[src/rtl/procb_rd.sv]
// procb record-buffer reader: walks one thread's records and emits <=8-byte read chunks.
// Optional feature macro: PROCB_RD_ALIGN_EN (chunks never cross an 8-byte boundary).
`ifndef PROCB_ADDR_WIDTH
`define PROCB_ADDR_WIDTH 32
`endif
`ifndef PROCB_CNT_WIDTH
`define PROCB_CNT_WIDTH 16
`endif
`ifndef PROCB_D_WIDTH
`define PROCB_D_WIDTH (`PROCB_ADDR_WIDTH + `PROCB_CNT_WIDTH + 2)
`endif
`ifndef MSB
`define MSB(x) ($clog2((x) + 1) - 1)
`endif

module procb_rd #(
  parameter int N_THREADS     = 16,
  parameter int N_THREADS_MSB = `MSB(N_THREADS - 1)
) (
  input  logic                          CLK,
  input  logic                          rst_n,
  input  logic                          start,
  input  logic [N_THREADS_MSB:0]        start_thread_num,
  output logic                          busy,
  output logic                          done,
  output logic                          done_fin,
  output logic                          done_stop,
  output logic                          done_err,
  output logic [N_THREADS_MSB:0]        rd_thread_num,
  output logic                          rd_en,
  output logic                          lookup_en,
  output logic                          rd_rst,
  input  logic                          lookup_empty,
  input  logic [`PROCB_D_WIDTH-1:0]     din,
  output logic                          out_valid,
  input  logic                          out_ready,
  output logic [`PROCB_ADDR_WIDTH-1:0]  out_addr,
  output logic [3:0]                    out_bytes,
  output logic                          out_last,
  output logic [3:0]                    dbg_state
);

  localparam int AW = `PROCB_ADDR_WIDTH;
  localparam int CW = `PROCB_CNT_WIDTH;

  // Handshake: a chunk transfers on a rising CLK edge where out_valid and out_ready
  // are both high; while out_valid is high and out_ready low, out_addr/out_bytes/out_last hold.

  typedef enum logic [3:0] {
    S_IDLE, S_W1, S_W2, S_CHECK, S_RUN, S_CONSUME, S_NEXT, S_ABORT, S_DONE
  } state_t;

  state_t        state, state_nx;
  logic [AW-1:0] cur_addr;
  logic [CW-1:0] rem;
  logic          fin_r, stop_r, err_r;

  logic [AW-1:0] rec_addr;
  logic [CW-1:0] rec_cnt;
  logic          rec_fin, rec_stop;
  assign {rec_stop, rec_fin, rec_cnt, rec_addr} = din;

  logic [3:0]    lim;
  logic [3:0]    n;
  logic [CW-1:0] n_cw;
  logic          last_chunk;

`ifdef PROCB_RD_ALIGN_EN
  assign lim = 4'd8 - {1'b0, cur_addr[2:0]};
`else
  assign lim = 4'd8;
`endif
  assign n          = (rem < {{(CW-4){1'b0}}, lim}) ? rem[3:0] : lim;
  assign n_cw       = {{(CW-4){1'b0}}, n};
  assign last_chunk = (n_cw == rem);

  always_ff @(posedge CLK) begin
    if (!rst_n) begin
      state         <= S_IDLE;
      rd_thread_num <= '0;
      cur_addr      <= '0;
      rem           <= '0;
      fin_r         <= 1'b0;
      stop_r        <= 1'b0;
      err_r         <= 1'b0;
    end else begin
      state <= state_nx;
      case (state)
        S_IDLE: if (start) begin
          rd_thread_num <= start_thread_num;
          fin_r         <= 1'b0;
          stop_r        <= 1'b0;
          err_r         <= 1'b0;
        end
        S_CHECK: if (!lookup_empty) begin
          cur_addr <= rec_addr;
          rem      <= rec_cnt;
          fin_r    <= rec_fin;
          stop_r   <= rec_stop;
        end
        S_RUN: if (out_ready) begin
          cur_addr <= cur_addr + {{(AW-4){1'b0}}, n};
          rem      <= rem - n_cw;
        end
        S_ABORT: begin
          err_r  <= 1'b1;
          fin_r  <= 1'b0;
          stop_r <= 1'b0;
        end
        default: ;
      endcase
    end
  end

  always_comb begin
    state_nx  = state;
    busy      = (state != S_IDLE) && (state != S_DONE);
    done      = 1'b0;
    done_fin  = 1'b0;
    done_stop = 1'b0;
    done_err  = 1'b0;
    rd_en     = 1'b0;
    lookup_en = 1'b0;
    rd_rst    = 1'b0;
    out_valid = 1'b0;
    out_addr  = '0;
    out_bytes = 4'd0;
    out_last  = 1'b0;
    case (state)
      S_IDLE:  if (start) state_nx = S_W1;
      S_W1:    state_nx = S_W2;
      S_W2:    state_nx = S_CHECK;
      S_CHECK: begin
        if (lookup_empty)       state_nx = S_ABORT;
        else if (rec_cnt == '0) state_nx = S_CONSUME;
        else                    state_nx = S_RUN;
      end
      S_RUN: begin
        out_valid = 1'b1;
        out_addr  = cur_addr;
        out_bytes = n;
        out_last  = last_chunk && fin_r;
        if (out_ready && last_chunk) state_nx = S_CONSUME;
      end
      S_CONSUME: begin
        rd_en     = 1'b1;
        lookup_en = 1'b1;
        rd_rst    = fin_r || stop_r;
        state_nx  = (fin_r || stop_r) ? S_DONE : S_NEXT;
      end
      S_NEXT:  state_nx = S_CHECK;
      // Empty buffer before a terminal record: reset the thread's read side.
      S_ABORT: begin
        rd_en    = 1'b1;
        rd_rst   = 1'b1;
        state_nx = S_DONE;
      end
      S_DONE: begin
        done      = 1'b1;
        done_fin  = fin_r;
        done_stop = stop_r;
        done_err  = err_r;
        state_nx  = S_IDLE;
      end
      default: state_nx = S_IDLE;
    endcase
  end

  assign dbg_state = state;

endmodule
[config.mk]
export PLATFORM = sky130hd
export DESIGN_NAME = procb_rd
export DESIGN_NICKNAME = d
export VERILOG_FILES = /design/src/rtl/procb_rd.sv
export SDC_FILE = /design/constraint.sdc
export NUM_CORES = 1
export LEC_CHECK = 0
export ABC_CLOCK_PERIOD_IN_PS = 4800
export CAP_MARGIN = 15
export CORE_ASPECT_RATIO = 0.7
export CORE_UTILIZATION = 43
export DETAILED_ROUTE_END_ITERATION = 16
export GPL_TIMING_DRIVEN = 0
export PLACE_DENSITY = 0.85
export REMOVE_ABC_BUFFERS = 1
export SETUP_SLACK_MARGIN = 0.4
export SKIP_LAST_GASP = 1
export SLEW_MARGIN = 20
export SYNTH_ARGS = -nofsm -noshare
export SYNTH_HDL_FRONTEND = slang
export SYNTH_SLANG_ARGS = --single-unit
[constraint.sdc]
create_clock -name CLK -period 4.8 [get_ports CLK]
set_input_delay 1.2 -clock CLK [delete_from_list [all_inputs] [get_ports CLK]]
set_output_delay 1.2 -clock CLK [all_outputs]
set_load 0.01 [all_outputs]
==> results of run 1 <==
-- power by group --
group          total, W  leakage [nW]  internal (W)  switching, W
registers      0.000533         0.477      0.000508     0.0000251
logic          0.000242          1.51      0.000114      0.000128
clock network  0.000654         0.151      0.000437      0.000217
total           0.00143          2.13       0.00106      0.000370
-- registers in the layout (all words and copies together), names as in the netlist --
name           cells
dbg_state          4
err_r              1
rem               16
fin_r              1
cur_addr          32
rd_thread_num      4
stop_r             1
-- cells in the final DEF, fill, tap and decap left out, drive strengths merged, types with 8 or more instances in the layout --
| cell | n |
|---|---|
| a21oi | 34 |
| clkdlybuf4s50 | 111 |
| nand4 | 8 |
| a211oi | 10 |
| mux2i | 15 |
| nor3 | 22 |
| o21ai | 35 |
| dfxtp | 59 |
| o22ai | 9 |
| nor4 | 11 |
| clkbuf | 12 |
| nand2 | 47 |
| inv | 17 |
| nand3 | 25 |
| and3 | 17 |
| and2 | 35 |
| nor2 | 60 |
| a311oi | 9 |
-- metrics by stage --
stage	setup WS [ns]	hold slack, ns	total power [W]	instances
after floorplan	0.770	0.458	0.000663	514
after global placement	-1.21	0.473	0.000767	750
after detailed placement	0.908	0.490	0.000777	751
after CTS	0.589	0.501	0.00143	765
after global routing	0.462	0.549	0.00148	765
final	0.547	0.502	0.00143	765
-- area by class of cell --
class / count / area, µm²
Fill cell: 802 / 3650
Timing Repair Buffer: 113 / 1140
Clock inverter: 2 / 35.0
Clock buffer: 12 / 267
Tap cell: 124 / 155
Multi-Input combinational cell: 438 / 2710
Inverter: 17 / 71.3
Sequential cell: 59 / 1180
-- worst max-delay path by stage --
stage                       startpoint           end  depth (start not counted)  slack (ns)
final                     dbg_state[3]      out_last                          4        0.55
after detailed placement        rem[4]  cur_addr[14]                         11        0.91
after global routing      dbg_state[3]      out_last                          4        0.46
after global placement       out_ready   cur_addr[8]                          6       -1.21
after CTS                 dbg_state[3]      out_last                          4        0.59
after floorplan           lookup_empty   cur_addr[8]                          5        0.77
-- worst min-delay path: cells and delay by family, from the launching register on --
kind	cells	cell delay, ns
simple gates	1	0.07
mux	1	0.07
flops	1	0.32
-- kinds of logic after synthesis --
kind of cell / synth area share [%]
AO/OA/AOI/OAI: 26.5
adder cells (fa/ha/maj): 1.99
buffers and inverters: 6.52
flip-flops: 28.5
multiplexers: 3.62
other: 0.0904
AND/OR/NAND/NOR: 32.8
-- routing by layer --
metal  global-route usage, %  routed length, µm  vias up  part of all wire, %
li1                        -                  -     2241                    -
met1                    35.1               5850     2235                   43
met2                    41.4               6210      269                   46
met3                    5.37               1150       32                  8.5
met4                    9.89                294        0                  2.2
met5                       0                  0        -                    0
==> flow_metrics.py, run 1 <==
metrics = {
    "timing": {
        "period_minus_slack_ns": 4.25,
        "maxSlewViolCount": 0,
        "tns_ns": 0,
        "rsz0062_at_grt": "false",
        "max_slew_margin_pct": 26.0,
        "clock_skew_ns": 0.00668,
        "fmax_ghz": 0.235,
        "worst_pin_slew_ns": 1.11,
        "hold_violations": 0,
        "setup_viol": 0,
        "period_share_pct": 88.6,
    },
    "floorplan": {
        "num_rows": 29,
        "io_pins": 113,
        "dieArea_um2": 10000,
        "die_h_um": 84.2,
        "die_x_um": 119,
        "start_util_pct": 45.0,
        "coreArea_um2": 9220,
    },
    "grt": {
        "grt_max_degree": 71,
        "grt_pass1_wl_um": 21300,
        "grt_overflow": 0,
        "grt_pass1_vias": 4382,
        "antenna_found_initial": 0,
        "grt_usage_pct": 26.1,
    },
    "clock_tree": {
        "clkTransAtPathRegs_ns": 0.05,
        "clock_tree.buffer_depth": 2,
        "h-tree-depth": 3,
        "cts_setup_buffers": 0,
        "post_cts_resized": 0,
        "cts_tree": "done",
        "numCtsBuffers": 9,
        "cts_hold_buf": 0,
        "clk-insertion-delay-late_ns": 0.33,
        "cts.sinks": 59,
        "clockRootBuffer": "clkbuf_16",
    },
    "route": {
        "drt_iter0_markers": 662,
        "ant_nets": 0,
        "first_pass_iters": 6,
        "drc": 0,
        "vias_per_cell": 6.24,
        "wl_per_cell_um": 17.6,
        "wl_um": 13500,
        "vias": 4777,
    },
    "logic_synthesis": {
        "synth_area_leaders": "dfxtp_1 (28%), nor2_1 (5.4%), and2_1 (5.1%)",
        "ys.flop_type": "dfxtp_1",
        "synth_edf_count": 0,
        "synth.distinct_cells": 69,
        "netlist_instances": 553,
        "ys_ff_latch": 59,
        "synth_commonest_cells": "nor2_1 (60), dfxtp_1 (59), nand2_1 (45)",
        "synth.avg_cell_area_um2": 7.50,
        "yosys_warnings": 0,
        "synth_most_common_cell": "nor2_1",
        "syn-cell-area_um2": 4150,
        "yosys.area.top_type_share_pct": 28.5,
        "ys_async_sr_fraction_pct": 0,
        "ys_seq_area_share_pct": 28.5,
        "synth_top_cell_by_area": "dfxtp_1",
    },
    "layout": {
        "num-nets-final": 703,
        "post-route-cell-area_um2": 5560,
        "syn2layout_area_growth_pct": 34.2,
        "fin_util_pct": 60.4,
        "drive_above_1_share_pct": 4.99,
        "insertedDiodeCount": 0,
    },
    "critical_path": {
        "end_kind": "output pin",
        "cp_cell_sequence": "or4b_4, inv_8, and4_1, clkdlybuf4s50_1",
        "max_stage_delay_ns": 0.96,
        "critPathArrivalTime_ns": 3.05,
        "r2r_cells": 11,
        "slowest_stage": "or4b_4",
        "crit_buf_inv": 2,
        "path_delay_family": "simple AND/OR/NAND/NOR gates",
        "critical_path_class": "register to output pin",
        "r2r_start": "rem[4]",
        "critical_path.reg2reg.endpoint": "cur_addr[14]",
        "cp.required_ns": 3.60,
        "startpoint_type": "register",
        "path_max_fanout": 70,
        "r2r_setup_slack_ns": 0.80,
    },
    "hold_path": {
        "min_to": "rd_thread_num[0]",
        "hp-class": "register to register",
        "whs_path_depth": 2,
        "hold_start": "rd_thread_num[0]",
    },
    "place": {
        "place_congestion": 0.913,
        "dpl.hpwl_um": 9210,
        "port-buffer-count": 112,
        "postPlaceCellArea_um2": 5260,
    },
    "status": {
        "status": "completed",
    },
    "power_and_ir_drop": {
        "leakagePower_nw": 2.13,
        "vdd_drop_max_v": 0.000204,
        "power_density_nw_per_um2": 257,
    },
    "run": {
        "max-cap-violations": 0,
    },
}
No activity file was read; power rests on OpenSTA's default activity.
==> run 2: changes to the inputs <==
--- a/config.mk
+++ b/config.mk
@@ -10,7 +10,6 @@
 export CORE_ASPECT_RATIO = 0.7
 export CORE_UTILIZATION = 43
 export DETAILED_ROUTE_END_ITERATION = 16
-export GPL_TIMING_DRIVEN = 0
 export PLACE_DENSITY = 0.85
 export REMOVE_ABC_BUFFERS = 1
 export SETUP_SLACK_MARGIN = 0.4
==> flow_metrics.py, run 2 (synthesis results as in run 1) <==
metrics = {
    "route": {
        "drc": 0,
        "ant_nets": 0,
        "vias_per_cell": 6.27,
        "wl_per_cell_um": 18.0,
        "first_pass_iters": 5,
        "wl_um": 13900,
        "vias": 4843,
        "drt_iter0_markers": 659,
    },
    "floorplan": {
        "die_x_um": 119,
        "coreArea_um2": 9220,
        "die_h_um": 84.2,
        "start_util_pct": 45.0,
        "io_pins": 113,
        "dieArea_um2": 10000,
        "num_rows": 29,
    },
    "power_and_ir_drop": {
        "power_density_nw_per_um2": 256,
        "leakagePower_nw": 2.15,
        "vdd_drop_max_v": 0.000164,
    },
    "layout": {
        "drive_above_1_share_pct": 5.70,
        "largest_reg_flops": 32,
        "top_register": "cur_addr",
        "final_cell_mix": "clkdlybuf4s50_1 (112), nor2_1 (60), dfxtp_1 (59)",
        "final_common_cell": "clkdlybuf4s50_1",
        "num-nets-final": 709,
        "insertedDiodeCount": 0,
        "syn2layout_area_growth_pct": 34.6,
        "largestRegisters": "cur_addr x32, rem x16",
        "n_fill_cell": 810,
        "fin_util_pct": 60.6,
    },
    "timing": {
        "tns_ns": 0,
        "period_share_pct": 82.1,
        "period_minus_slack_ns": 3.94,
        "clock_skew_ns": 0.00644,
        "hold_violations": 0,
        "fmax_ghz": 0.254,
        "worst_pin_slew_ns": 0.666,
        "setup_viol": 0,
        "max_slew_margin_pct": 55.1,
        "maxSlewViolCount": 0,
        "rsz0062_at_grt": "false",
    },
    "clock_tree": {
        "clk-insertion-delay-late_ns": 0.33,
        "cts_setup_buffers": 0,
        "cts_hold_buf": 0,
        "numCtsBuffers": 9,
        "clkTransAtPathRegs_ns": 0.05,
        "clock_tree.buffer_depth": 2,
        "post_cts_resized": 0,
        "cts.sinks": 59,
        "cts_tree": "done",
        "h-tree-depth": 3,
        "clockRootBuffer": "clkbuf_16",
    },
    "critical_path": {
        "critPathArrivalTime_ns": 2.74,
        "r2r_setup_slack_ns": 0.95,
        "cp.required_ns": 3.60,
        "end_kind": "output pin",
        "startpoint_type": "register",
        "critical_path_class": "register to output pin",
        "critical_path.reg2reg.endpoint": "cur_addr[14]",
        "r2r_start": "rem[4]",
        "r2r_cells": 11,
        "path_max_fanout": 70,
    },
    "hold_path": {
        "whs_path_depth": 2,
        "min_to": "rd_thread_num[2]",
        "hold_start": "rd_thread_num[2]",
        "hp-class": "register to register",
    },
    "place": {
        "place_congestion": 0.897,
        "port-buffer-count": 112,
        "dpl.hpwl_um": 9560,
    },
    "grt": {
        "grt_max_degree": 71,
        "grt_pass1_vias": 4515,
        "grt_pass1_wl_um": 22500,
        "grt_usage_pct": 27.6,
        "grt_overflow": 0,
        "antenna_found_initial": 0,
    },
    "run": {
        "max-cap-violations": 0,
    },
    "status": {
        "status": "completed",
    },
}
[run 2: stage by stage]
step	setup slack [ns]	hold WS [ns]	power (W)	instance area (µm²)	cells
after detailed placement	1.04	0.503	0.000779	5290	757
after global placement	1.25	0.477	0.000773	5290	757
after CTS	0.857	0.516	0.00142	5580	773
after floorplan	0.770	0.458	0.000663	3950	514
final	0.859	0.508	0.00143	5580	773
after global routing	0.692	0.539	0.00147	5580	773
[run 2: critical path, cell delays in order, from the launching register on]
cell             delay, ns
dfxtp_1               0.48
or4b_2                0.82
inv_8                 0.32
and4_1                0.25
clkdlybuf4s50_1       0.53
[run 2: power breakdown]
group | leakage (nW) | internal, W | switching [W]
Sequential | 0.477 | 0.000508 | 0.0000259
Combinational | 1.52 | 0.000115 | 0.000128
Clock | 0.145 | 0.000413 | 0.000238
Total | 2.15 | 0.00104 | 0.000393
[run 2: metal layers]
layer  track usage, %  share of wire [%]
met5                0                  0
met4             10.0                2.4
met3             5.10                8.9
met2             42.7                 44
met1             38.4                 45
[run 2: area by class of cell]
class | count | area [µm²] | share of cell area [%]
repair buffers | 119 | 1170 | 21.0
multi-input cells | 438 | 2710 | 48.5
flip-flops and latches | 59 | 1180 | 21.2
well taps | 124 | 155 | 2.78
clock buffers | 11 | 243 | 4.35
clock inverters | 5 | 52.6 | 0.941
inverters | 17 | 71.3 | 1.28
[run 2: worst max path at each step]
stage                     slack [ns]    startpoint  depth (start not counted)      endpoint
after global placement          1.25  dbg_state[3]                          4      out_last
after floorplan                 0.77  lookup_empty                          5   cur_addr[8]
final                           0.86  dbg_state[3]                          4      out_last
after detailed placement        1.04        rem[4]                         11  cur_addr[14]
after global routing            0.69        rem[4]                         11  cur_addr[14]
after CTS                       0.86  dbg_state[3]                          4      out_last
